[config.mk]
export PLATFORM = sky130hd
export DESIGN_NAME = write_burst_scheduler_flat
export DESIGN_NICKNAME = d
export VERILOG_FILES = /design/src/rtl/write_burst_scheduler_pkg.sv /design/src/rtl/write_burst_scheduler_if.sv /design/src/rtl/write_burst_scheduler_burst_len_calc.sv /design/src/rtl/write_burst_scheduler.sv /design/src/flat_wrapper.sv
export SDC_FILE = /design/constraint.sdc
export NUM_CORES = 1
export LEC_CHECK = 0
export CORE_MARGIN = 2
export CORE_UTILIZATION = 40
export CTS_CLUSTER_SIZE = 28
export DETAILED_ROUTE_END_ITERATION = 7
export SLEW_MARGIN = 25
export SYNTH_ARGS = -nofsm -noshare
export SYNTH_HDL_FRONTEND = slang
export SYNTH_HIERARCHICAL = 1
export SYNTH_SLANG_ARGS = --single-unit
[constraint.sdc]
create_clock -name clock -period 50.4 [get_ports clock]
set_clock_uncertainty 0.05 [all_clocks]
set_input_delay 7.56 -clock clock [delete_from_list [all_inputs] [get_ports clock]]
set_output_delay 7.56 -clock clock [all_outputs]
set_load 0.02 [all_outputs]
[src/rtl/write_burst_scheduler_pkg.sv]
// Shared definitions for the VDMA write-side burst scheduler.
// Holds the scheduler FSM encoding, the MODE selector constants and a
// ceiling-divide helper used by the burst length arithmetic.
package write_burst_scheduler_pkg;

  typedef enum logic [2:0] {
    IDLE       = 3'd0,
    CALC       = 3'd1,
    WAIT_DATA  = 3'd2,
    REQ        = 3'd3,
    WAIT_DONE  = 3'd4,
    FRAME_END  = 3'd5
  } sched_state_e;

  // "ONCE": the whole frame is one transfer; "LINE": every line is a transfer.
  localparam logic [31:0] MODE_ONCE = "ONCE";
  localparam logic [31:0] MODE_LINE = "LINE";

  // ceil(num / den); den must be non-zero.
  function automatic logic [31:0] ceil_div(input logic [63:0] num, input logic [31:0] den);
    logic [63:0] q;
    q = (num + 64'(den) - 64'd1) / 64'(den);
    return q[31:0];
  endfunction

endpackage

[src/rtl/write_burst_scheduler_if.sv]
// Burst command channel between the scheduler and the AXI write master.
//   burst_req  : command valid            (scheduler -> master)
//   burst_len  : beats in the command     (scheduler -> master)
//   burst_addr : byte start address       (scheduler -> master)
//   burst_tail : last burst of a transfer (scheduler -> master)
//   burst_ack  : command accepted         (master -> scheduler)
//   burst_done : last accepted burst done (master -> scheduler)
interface write_burst_scheduler_if #(
  parameter int LSIZE = 9,
  parameter int ASIZE = 32
) ();

  logic             burst_req;
  logic             burst_ack;
  logic [LSIZE-1:0] burst_len;
  logic [ASIZE-1:0] burst_addr;
  logic             burst_tail;
  logic             burst_done;

  modport master (
    output burst_req, burst_len, burst_addr, burst_tail,
    input  burst_ack, burst_done
  );

  modport slave (
    input  burst_req, burst_len, burst_addr, burst_tail,
    output burst_ack, burst_done
  );

endinterface

[src/rtl/write_burst_scheduler_burst_len_calc.sv]
// burst_len_calc: two-stage registered arithmetic turning a frame geometry
// into per-transfer burst counts. Shared by the read and write schedulers.
//   clock, rst            : clock, synchronous active-high reset
//   ld_pixels             : stage 1 load (pixels per transfer, transfer count)
//   ld_beats              : stage 2 load (full bursts and remainder beats)
//   hactive, vactive      : pixels per line, lines per frame
//   is_zero               : nothing to move (valid after stage 1)
//   transfers             : transfers per frame
//   full_bursts, rem_beats: bursts of NOR_BURST_LEN and the tail remainder
module burst_len_calc
  import write_burst_scheduler_pkg::*;
#(
  parameter int NOR_BURST_LEN = 200,
  parameter int AXI_DSIZE     = 256,
  parameter int DSIZE         = 24,
  parameter bit LINE_MODE     = 1'b0
) (
  input  logic        clock,
  input  logic        rst,
  input  logic        ld_pixels,
  input  logic        ld_beats,
  input  logic [15:0] hactive,
  input  logic [15:0] vactive,
  output logic        is_zero,
  output logic [15:0] transfers,
  output logic [31:0] full_bursts,
  output logic [31:0] rem_beats
);

  logic [31:0] pixels_r;
  logic [15:0] transfers_r;
  logic [31:0] full_r;
  logic [31:0] rem_r;
  logic [31:0] beats_s;

  // AXI beats per transfer from the stage-1 pixel count (64-bit bit count avoids overflow)
  always_comb begin
    beats_s = ceil_div(64'(pixels_r) * 64'(DSIZE), 32'(AXI_DSIZE));
  end

  // Stage 1: pixels per transfer (32-bit product) and transfers per frame
  always_ff @(posedge clock) begin
    if (rst) begin
      pixels_r    <= 32'd0;
      transfers_r <= 16'd0;
    end else if (ld_pixels) begin
      pixels_r    <= LINE_MODE ? {16'd0, hactive} : (32'(hactive) * 32'(vactive));
      transfers_r <= LINE_MODE ? vactive : 16'd1;
    end
  end

  // Stage 2: split the beat count into full bursts plus a remainder
  always_ff @(posedge clock) begin
    if (rst) begin
      full_r <= 32'd0;
      rem_r  <= 32'd0;
    end else if (ld_beats) begin
      full_r <= beats_s / 32'(NOR_BURST_LEN);
      rem_r  <= beats_s % 32'(NOR_BURST_LEN);
    end
  end

  // With DSIZE > 0, zero pixels means zero beats, so stage 1 already decides this
  assign is_zero     = (pixels_r == 32'd0) || (transfers_r == 16'd0);
  assign transfers   = transfers_r;
  assign full_bursts = full_r;
  assign rem_beats   = rem_r;

endmodule

[src/rtl/write_burst_scheduler.sv]
// write_burst_scheduler: splits a video frame into AXI write burst commands.
//   clock, rst            : clock, synchronous active-high reset
//   vactive, hactive      : frame geometry, sampled in CALC
//   base_addr             : frame start byte address, sampled in CALC
//   fsync                 : one-cycle frame start
//   fifo_count            : AXI words waiting in the write FIFO
//   bus                   : burst command channel (master side)
//   frame_done            : one-cycle pulse after the frame's last burst
//   busy                  : high whenever the FSM is not IDLE
module write_burst_scheduler
  import write_burst_scheduler_pkg::*;
#(
  parameter int          NOR_BURST_LEN = 200,
  parameter logic [31:0] MODE          = MODE_ONCE,
  parameter int          AXI_DSIZE     = 256,
  parameter int          DSIZE         = 24,
  parameter int          LSIZE         = 9,
  parameter int          ASIZE         = 32
) (
  input  logic              clock,
  input  logic              rst,
  input  logic [15:0]       vactive,
  input  logic [15:0]       hactive,
  input  logic [ASIZE-1:0]  base_addr,
  input  logic              fsync,
  input  logic [15:0]       fifo_count,
  write_burst_scheduler_if.master bus,
  output logic              frame_done,
  output logic              busy
);

  localparam bit LINE_MODE_C      = (MODE == MODE_LINE);
  localparam int BYTES_PER_BEAT_C = AXI_DSIZE / 8;

  sched_state_e     state_r, state_next_s;
  logic             calc_cnt_r;
  logic             fsync_pend_r;
  logic [31:0]      burst_idx_r;
  logic [15:0]      xfer_idx_r;
  logic             ld_pixels_s, ld_beats_s;
  logic             calc_zero_s;
  logic [15:0]      transfers_s;
  logic [31:0]      full_s, rem_s, total_s;
  logic [LSIZE-1:0] pend_len_s;
  logic             pend_tail_s;
  logic             last_frame_burst_s;
  logic             burst_req_r, burst_tail_r, frame_done_r, busy_r;
  logic [LSIZE-1:0] burst_len_r;
  logic [ASIZE-1:0] burst_addr_r;

  assign ld_pixels_s = (state_r == CALC) && !calc_cnt_r;
  assign ld_beats_s  = (state_r == CALC) &&  calc_cnt_r;

  burst_len_calc #(
    .NOR_BURST_LEN (NOR_BURST_LEN),
    .AXI_DSIZE     (AXI_DSIZE),
    .DSIZE         (DSIZE),
    .LINE_MODE     (LINE_MODE_C)
  ) u_calc (
    .clock       (clock),
    .rst         (rst),
    .ld_pixels   (ld_pixels_s),
    .ld_beats    (ld_beats_s),
    .hactive     (hactive),
    .vactive     (vactive),
    .is_zero     (calc_zero_s),
    .transfers   (transfers_s),
    .full_bursts (full_s),
    .rem_beats   (rem_s)
  );

  assign total_s            = full_s + ((rem_s != 32'd0) ? 32'd1 : 32'd0);
  assign last_frame_burst_s = burst_tail_r && (xfer_idx_r == (transfers_s - 16'd1));

  // Length and tail flag of the next burst within the current transfer
  always_comb begin
    pend_len_s  = LSIZE'(NOR_BURST_LEN);
    pend_tail_s = 1'b0;
    if (burst_idx_r < full_s) begin
      pend_len_s = LSIZE'(NOR_BURST_LEN);
    end else begin
      pend_len_s = LSIZE'(rem_s);
    end
    if ((burst_idx_r + 32'd1) == total_s) begin
      pend_tail_s = 1'b1;
    end else begin
      pend_tail_s = 1'b0;
    end
  end

  // FSM state register
  always_ff @(posedge clock) begin
    if (rst) begin
      state_r <= IDLE;
    end else begin
      state_r <= state_next_s;
    end
  end

  // FSM next-state logic
  always_comb begin
    state_next_s = state_r;
    case (state_r)
      IDLE: begin
        if (fsync) state_next_s = CALC;
        else       state_next_s = IDLE;
      end
      CALC: begin
        if (fsync)            state_next_s = CALC;
        else if (!calc_cnt_r) state_next_s = CALC;
        else if (calc_zero_s) state_next_s = FRAME_END;
        else                  state_next_s = WAIT_DATA;
      end
      WAIT_DATA: begin
        if (fsync)                                      state_next_s = CALC;
        else if (32'(fifo_count) >= 32'(pend_len_s))    state_next_s = REQ;
        else                                            state_next_s = WAIT_DATA;
      end
      REQ: begin
        // burst_done is deliberately not looked at here
        if (bus.burst_ack) state_next_s = WAIT_DONE;
        else               state_next_s = REQ;
      end
      WAIT_DONE: begin
        if (!bus.burst_done)              state_next_s = WAIT_DONE;
        else if (fsync_pend_r || fsync)   state_next_s = CALC;
        else if (last_frame_burst_s)      state_next_s = FRAME_END;
        else                              state_next_s = WAIT_DATA;
      end
      FRAME_END: state_next_s = IDLE;
      default:   state_next_s = IDLE;
    endcase
  end

  // CALC phase counter: 0 on entry or restart, 1 in the second cycle
  always_ff @(posedge clock) begin
    if (rst) begin
      calc_cnt_r <= 1'b0;
    end else begin
      calc_cnt_r <= (state_r == CALC) && !fsync && (state_next_s == CALC);
    end
  end

  // Remember an fsync that lands while a burst is outstanding
  always_ff @(posedge clock) begin
    if (rst) begin
      fsync_pend_r <= 1'b0;
    end else if (state_next_s == CALC) begin
      fsync_pend_r <= 1'b0;
    end else if (fsync && ((state_r == REQ) || (state_r == WAIT_DONE))) begin
      fsync_pend_r <= 1'b1;
    end
  end

  // Burst-within-transfer and transfer-within-frame counters
  always_ff @(posedge clock) begin
    if (rst) begin
      burst_idx_r <= 32'd0;
      xfer_idx_r  <= 16'd0;
    end else if (state_r == CALC) begin
      burst_idx_r <= 32'd0;
      xfer_idx_r  <= 16'd0;
    end else if ((state_r == WAIT_DONE) && bus.burst_done) begin
      if (burst_tail_r) begin
        burst_idx_r <= 32'd0;
        xfer_idx_r  <= xfer_idx_r + 16'd1;
      end else begin
        burst_idx_r <= burst_idx_r + 32'd1;
      end
    end
  end

  // Registered command channel and status outputs
  always_ff @(posedge clock) begin
    if (rst) begin
      burst_req_r  <= 1'b0;
      burst_len_r  <= '0;
      burst_addr_r <= '0;
      burst_tail_r <= 1'b0;
      frame_done_r <= 1'b0;
      busy_r       <= 1'b0;
    end else begin
      burst_req_r  <= (state_next_s == REQ);
      frame_done_r <= (state_next_s == FRAME_END);
      busy_r       <= (state_next_s != IDLE);
      if ((state_r == WAIT_DATA) && (state_next_s == REQ)) begin
        burst_len_r  <= pend_len_s;
        burst_tail_r <= pend_tail_s;
      end
      // Addresses run contiguously across lines; only a new frame reloads the base
      if (ld_pixels_s) begin
        burst_addr_r <= base_addr;
      end else if ((state_r == WAIT_DONE) && bus.burst_done) begin
        burst_addr_r <= burst_addr_r + (ASIZE'(burst_len_r) * ASIZE'(BYTES_PER_BEAT_C));
      end
    end
  end

  assign bus.burst_req  = burst_req_r;
  assign bus.burst_len  = burst_len_r;
  assign bus.burst_addr = burst_addr_r;
  assign bus.burst_tail = burst_tail_r;
  assign frame_done     = frame_done_r;
  assign busy           = busy_r;

endmodule

[src/flat_wrapper.sv]
// flat-port wrapper written by rule: the top's interface ports become plain ports
module write_burst_scheduler_flat import write_burst_scheduler_pkg::*;
#(
  parameter int          NOR_BURST_LEN = 200,
  parameter logic [31:0] MODE          = MODE_ONCE,
  parameter int          AXI_DSIZE     = 256,
  parameter int          DSIZE         = 24,
  parameter int          LSIZE         = 9,
  parameter int          ASIZE         = 32
)
  (clock, rst, vactive, hactive, base_addr, fsync, fifo_count, frame_done, busy, bus_burst_req, bus_burst_len, bus_burst_addr, bus_burst_tail, bus_burst_ack, bus_burst_done);
  write_burst_scheduler_if #(.LSIZE(LSIZE), .ASIZE(ASIZE)) bus_i ();
  input  logic clock;
  input  logic rst;
  input  logic [15:0] vactive;
  input  logic [15:0] hactive;
  input  logic [ASIZE-1:0] base_addr;
  input  logic fsync;
  input  logic [15:0] fifo_count;
  output logic frame_done;
  output logic busy;
  output wire logic [$bits(bus_i.burst_req)-1:0] bus_burst_req;
  output wire logic [$bits(bus_i.burst_len)-1:0] bus_burst_len;
  output wire logic [$bits(bus_i.burst_addr)-1:0] bus_burst_addr;
  output wire logic [$bits(bus_i.burst_tail)-1:0] bus_burst_tail;
  input wire logic [$bits(bus_i.burst_ack)-1:0] bus_burst_ack;
  input wire logic [$bits(bus_i.burst_done)-1:0] bus_burst_done;
  assign bus_burst_req = bus_i.burst_req;
  assign bus_burst_len = bus_i.burst_len;
  assign bus_burst_addr = bus_i.burst_addr;
  assign bus_burst_tail = bus_i.burst_tail;
  assign bus_i.burst_ack = bus_burst_ack;
  assign bus_i.burst_done = bus_burst_done;
  write_burst_scheduler #(.NOR_BURST_LEN(NOR_BURST_LEN), .MODE(MODE), .AXI_DSIZE(AXI_DSIZE), .DSIZE(DSIZE), .LSIZE(LSIZE), .ASIZE(ASIZE)) u_core (.clock(clock), .rst(rst), .vactive(vactive), .hactive(hactive), .base_addr(base_addr), .fsync(fsync), .fifo_count(fifo_count), .bus(bus_i), .frame_done(frame_done), .busy(busy));
endmodule
==> impl_metrics.py <==
metrics = {
    "run_status": {
        "outcome": "completed",
    },
    "sta": {
        "finalCritPeriodShare": 0.384,
        "setup_viol_count_final": 0,
        "hold_viol": 0,
        "tightest_slew_ns": 1.04,
        "rsz0062_at_grt": "false",
        "fmax_mhz": 51.7,
        "slew_viol_final": 0,
        "relSlewSlack": 0.301,
        "setup_tns_ns": 0,
        "min_period_ns": 19.33,
    },
    "routing": {
        "drc": 0,
        "final_antenna_net_count": 0,
        "highest_layer": "met4",
        "wl_met2_mm": 38.0,
        "drt_iter0_drc": 1837,
        "vias_per_cell": 5.76,
        "routed_wl_mm": 82.5,
        "wire_per_inst_um": 17.8,
        "met1_length_mm": 38.9,
        "met3_wirelength_mm": 3.99,
        "dr.pass1.iters": 6,
        "num_vias": 26800,
    },
    "cts": {
        "postCtsSetupBuffers": 0,
        "numCtsBuffers": 17,
        "cts_buffer_depth": 2,
        "clk_pin_slew_ns": 0.08,
        "holdBufCountCts": 0,
        "cts_root_buf": "clkbuf_16",
        "htreeDepth": 4,
        "cts_tree": "yes",
        "cts_sinks": 186,
        "worstSkewPairLatency_ns": 0.50,
        "cts-resized-gates": 0,
    },
    "die": {
        "dieArea_um2": 74600,
        "fp.dieW_um": 273,
        "io_pins": 130,
        "initial_core_util": 0.404,
        "fp.dieH_um": 273,
        "num_rows": 98,
        "coreArea_um2": 71600,
    },
    "placed_design": {
        "dp_hpwl_mm": 64.8,
        "portBuffers": 129,
        "gp_congestion": 0.912,
    },
    "global_route": {
        "grt_pass1_vias": 25500,
        "track_usage": 0.219,
        "grt_max_degree": 82,
        "grt_pass1_wl_mm": 135,
        "antenna_found_initial": 0,
        "grt.overflow.total": 0,
    },
    "yosys": {
        "synth_top_family_by_area": "simple AND/OR/NAND/NOR gates",
        "synth-xor-area-share": 0.0644,
        "synth_area_leaders": "fa_1, dfxtp_1, ha_1, nand2_1, inv_1",
        "avgSynthCellArea_um2": 7.86,
        "ys_seq_elements": 186,
        "synth_fa_ha_area_frac": 0.225,
        "synth_mux_area_frac": 0.0264,
        "syn-instance-count": 3686,
        "async_flop_share": 0,
        "synth_edf_count": 0,
        "yosys.area.top_type_share": 0.135,
        "yosysSeqAreaShare": 0.129,
        "yosys.area.top_type": "fa_1",
        "synth_cell_types": 138,
        "synth_warnings": 6,
        "synth_simple_gate_area_frac": 0.254,
        "syn_area_um2": 29000,
        "synth_flop_cell": "dfxtp_1",
        "synth_compound_area_frac": 0.226,
    },
    "cells_and_area": {
        "final_cell_mix": "nand2_1, inv_1, nor2_1",
        "drive_above_1_share": 0.0560,
        "regArea_um2": 3720,
        "multiInputGateArea_um2": 23200,
        "syn2layout_area_growth_pct": 8.49,
        "post-route-util": 0.439,
        "diodes": 0,
        "fin_nets": 4172,
        "mostFrequentLayoutCell": "nand2_1",
        "n_fill_cell": 7245,
    },
    "setup_path": {
        "crit_fanout": 11,
        "worst-setup-path-type": "flip-flop to flip-flop",
        "critical_path_buf_inv_count": 0,
        "required_ns": 50.74,
        "reg2regPathDepth": 56,
        "crit_family": "compound AO/OA/AOI/OAI gates",
        "worst_path_largest_cell_delay_ns": 0.81,
        "cp_slowest_cell": "nor4_1",
        "arrival_ns": 19.67,
        "r2r_end": "u_core/u_calc/rem_beats[5]",
        "rrSetupSlack_ns": 31.07,
        "cp-start-kind": "flip-flop",
        "rr_startpoint": "u_core/u_calc/pixels_r[1]",
        "end_kind": "flip-flop",
    },
    "hold_path": {
        "hold_path_end": "u_core/bus.burst_addr[1]",
        "hold_path_class": "flip-flop to flip-flop",
        "worstHoldStart": "u_core/bus.burst_addr[1]",
        "whs_path_depth": 2,
    },
    "flow_run": {
        "maxCapViolations": 0,
    },
}
==> cells by family (layout without fill, tap and decap cells) <==
kind of cell               count (synthesis)  after routing
AOI/OAI and AO/OA                        874            874
xor gates and xnor gates                 201            201
adders and majority gates                404            404
buffers and inverters                    533            522
DFF                                      186            186
muxes                                     74             74
other                                      1             24
and+or+nand+nor                         1413           1413
==> flip-flops by register name (all words and copies together), names as in the netlist <==
name                       cells
u_core/burst_idx_r            32
u_core/bus.burst_addr         32
u_core/bus.burst_len           9
u_core/bus.burst_req           1
u_core/bus.burst_tail          1
u_core/busy                    1
u_core/calc_cnt_r              1
u_core/frame_done              1
u_core/fsync_pend_r            1
u_core/state_r                 3
u_core/u_calc/full_bursts     23
u_core/u_calc/pixels_r        32
u_core/u_calc/rem_beats       32
u_core/u_calc/transfers        1
u_core/xfer_idx_r             16
==> worst register-to-register path, delay by kind of cell, from the launching register on <==
kind                       cells  cell delay, ns
AOI/OAI and AO/OA             34           11.63
and+or+nand+nor               12            3.51
muxes                          5            1.82
adders and majority gates      3            1.05
xor gates and xnor gates       2            0.79
DFF                            1            0.37
==> how the worst max path moves through the flow <==
stage	startpoint	end	slack [ns]	cells past startpoint
floorplan	u_core/u_calc/pixels_r[1]	u_core/u_calc/rem_beats[5]	34.24	62
global placement	u_core/u_calc/pixels_r[1]	u_core/u_calc/rem_beats[5]	31.94	56
detailed placement	u_core/u_calc/pixels_r[1]	u_core/u_calc/rem_beats[5]	31.62	56
CTS	u_core/u_calc/pixels_r[1]	u_core/u_calc/rem_beats[5]	31.52	56
global route	u_core/u_calc/pixels_r[1]	u_core/u_calc/rem_beats[5]	29.45	56
finish	u_core/u_calc/pixels_r[1]	u_core/u_calc/rem_beats[5]	31.07	56
==> cell usage after synthesis, types with 14 or more instances <==
| library cell | count |
|---|---|
| fa_1 | 196 |
| inv_1 | 339 |
| o21ai_1 | 20 |
| or3_1 | 29 |
| buf_2 | 32 |
| and3_1 | 46 |
| a31oi_1 | 31 |
| and2_1 | 147 |
| o211ai_1 | 48 |
| and4_1 | 27 |
| nor2_1 | 289 |
| o31ai_1 | 22 |
| o21ai_0 | 91 |
| or4_1 | 20 |
| nand2_1 | 369 |
| o211a_1 | 16 |
| nand2b_1 | 23 |
| o22ai_1 | 14 |
| buf_4 | 28 |
| xor2_1 | 67 |
| ha_1 | 206 |
| mux2i_1 | 64 |
| nand3_1 | 110 |
| dfxtp_1 | 186 |
| or2_2 | 18 |
| a21oi_1 | 199 |
| nand4_1 | 84 |
| o31a_1 | 15 |
| a211oi_1 | 69 |
| o21a_1 | 25 |
| xnor2_1 | 125 |
| o21bai_1 | 30 |
| clkbuf_1 | 124 |
| nor4_1 | 60 |
| nand3b_1 | 15 |
| a311oi_1 | 18 |
| nor3_1 | 82 |
| a21o_1 | 42 |
==> layout make-up <==
class | instances | share of cell area
inverter | 339 | 0.0405
multi-input combinational | 2990 | 0.737
timing repair buffer | 151 | 0.0463
sequential | 186 | 0.119
clock inverter | 15 | 0.00621
clock buffer | 17 | 0.0135
tap | 950 | 0.0378
==> stage by stage <==
stage / std cells / hold slack (ns) / cell area (um2) / worst slack, ns
after floorplan: 3709 / 0.380 / 29000 / 34.24
after global placement: 4616 / 0.392 / 30800 / 31.94
after detailed placement: 4616 / 0.395 / 30800 / 31.62
after CTS: 4648 / 0.410 / 31400 / 31.52
after global routing: 4648 / 0.430 / 31400 / 29.45
final: 4648 / 0.408 / 31400 / 31.07
==> per-layer routing <==
metal  vias to the layer above  GRT usage
li1                      13200          -
met1                     12800      0.306
met2                       727      0.359
met3                        86     0.0217
met4                         0     0.0592
met5                         -          0
Power is not shown: default switching activity piles up to over one toggle a cycle in this logic, so the estimate is an artifact.
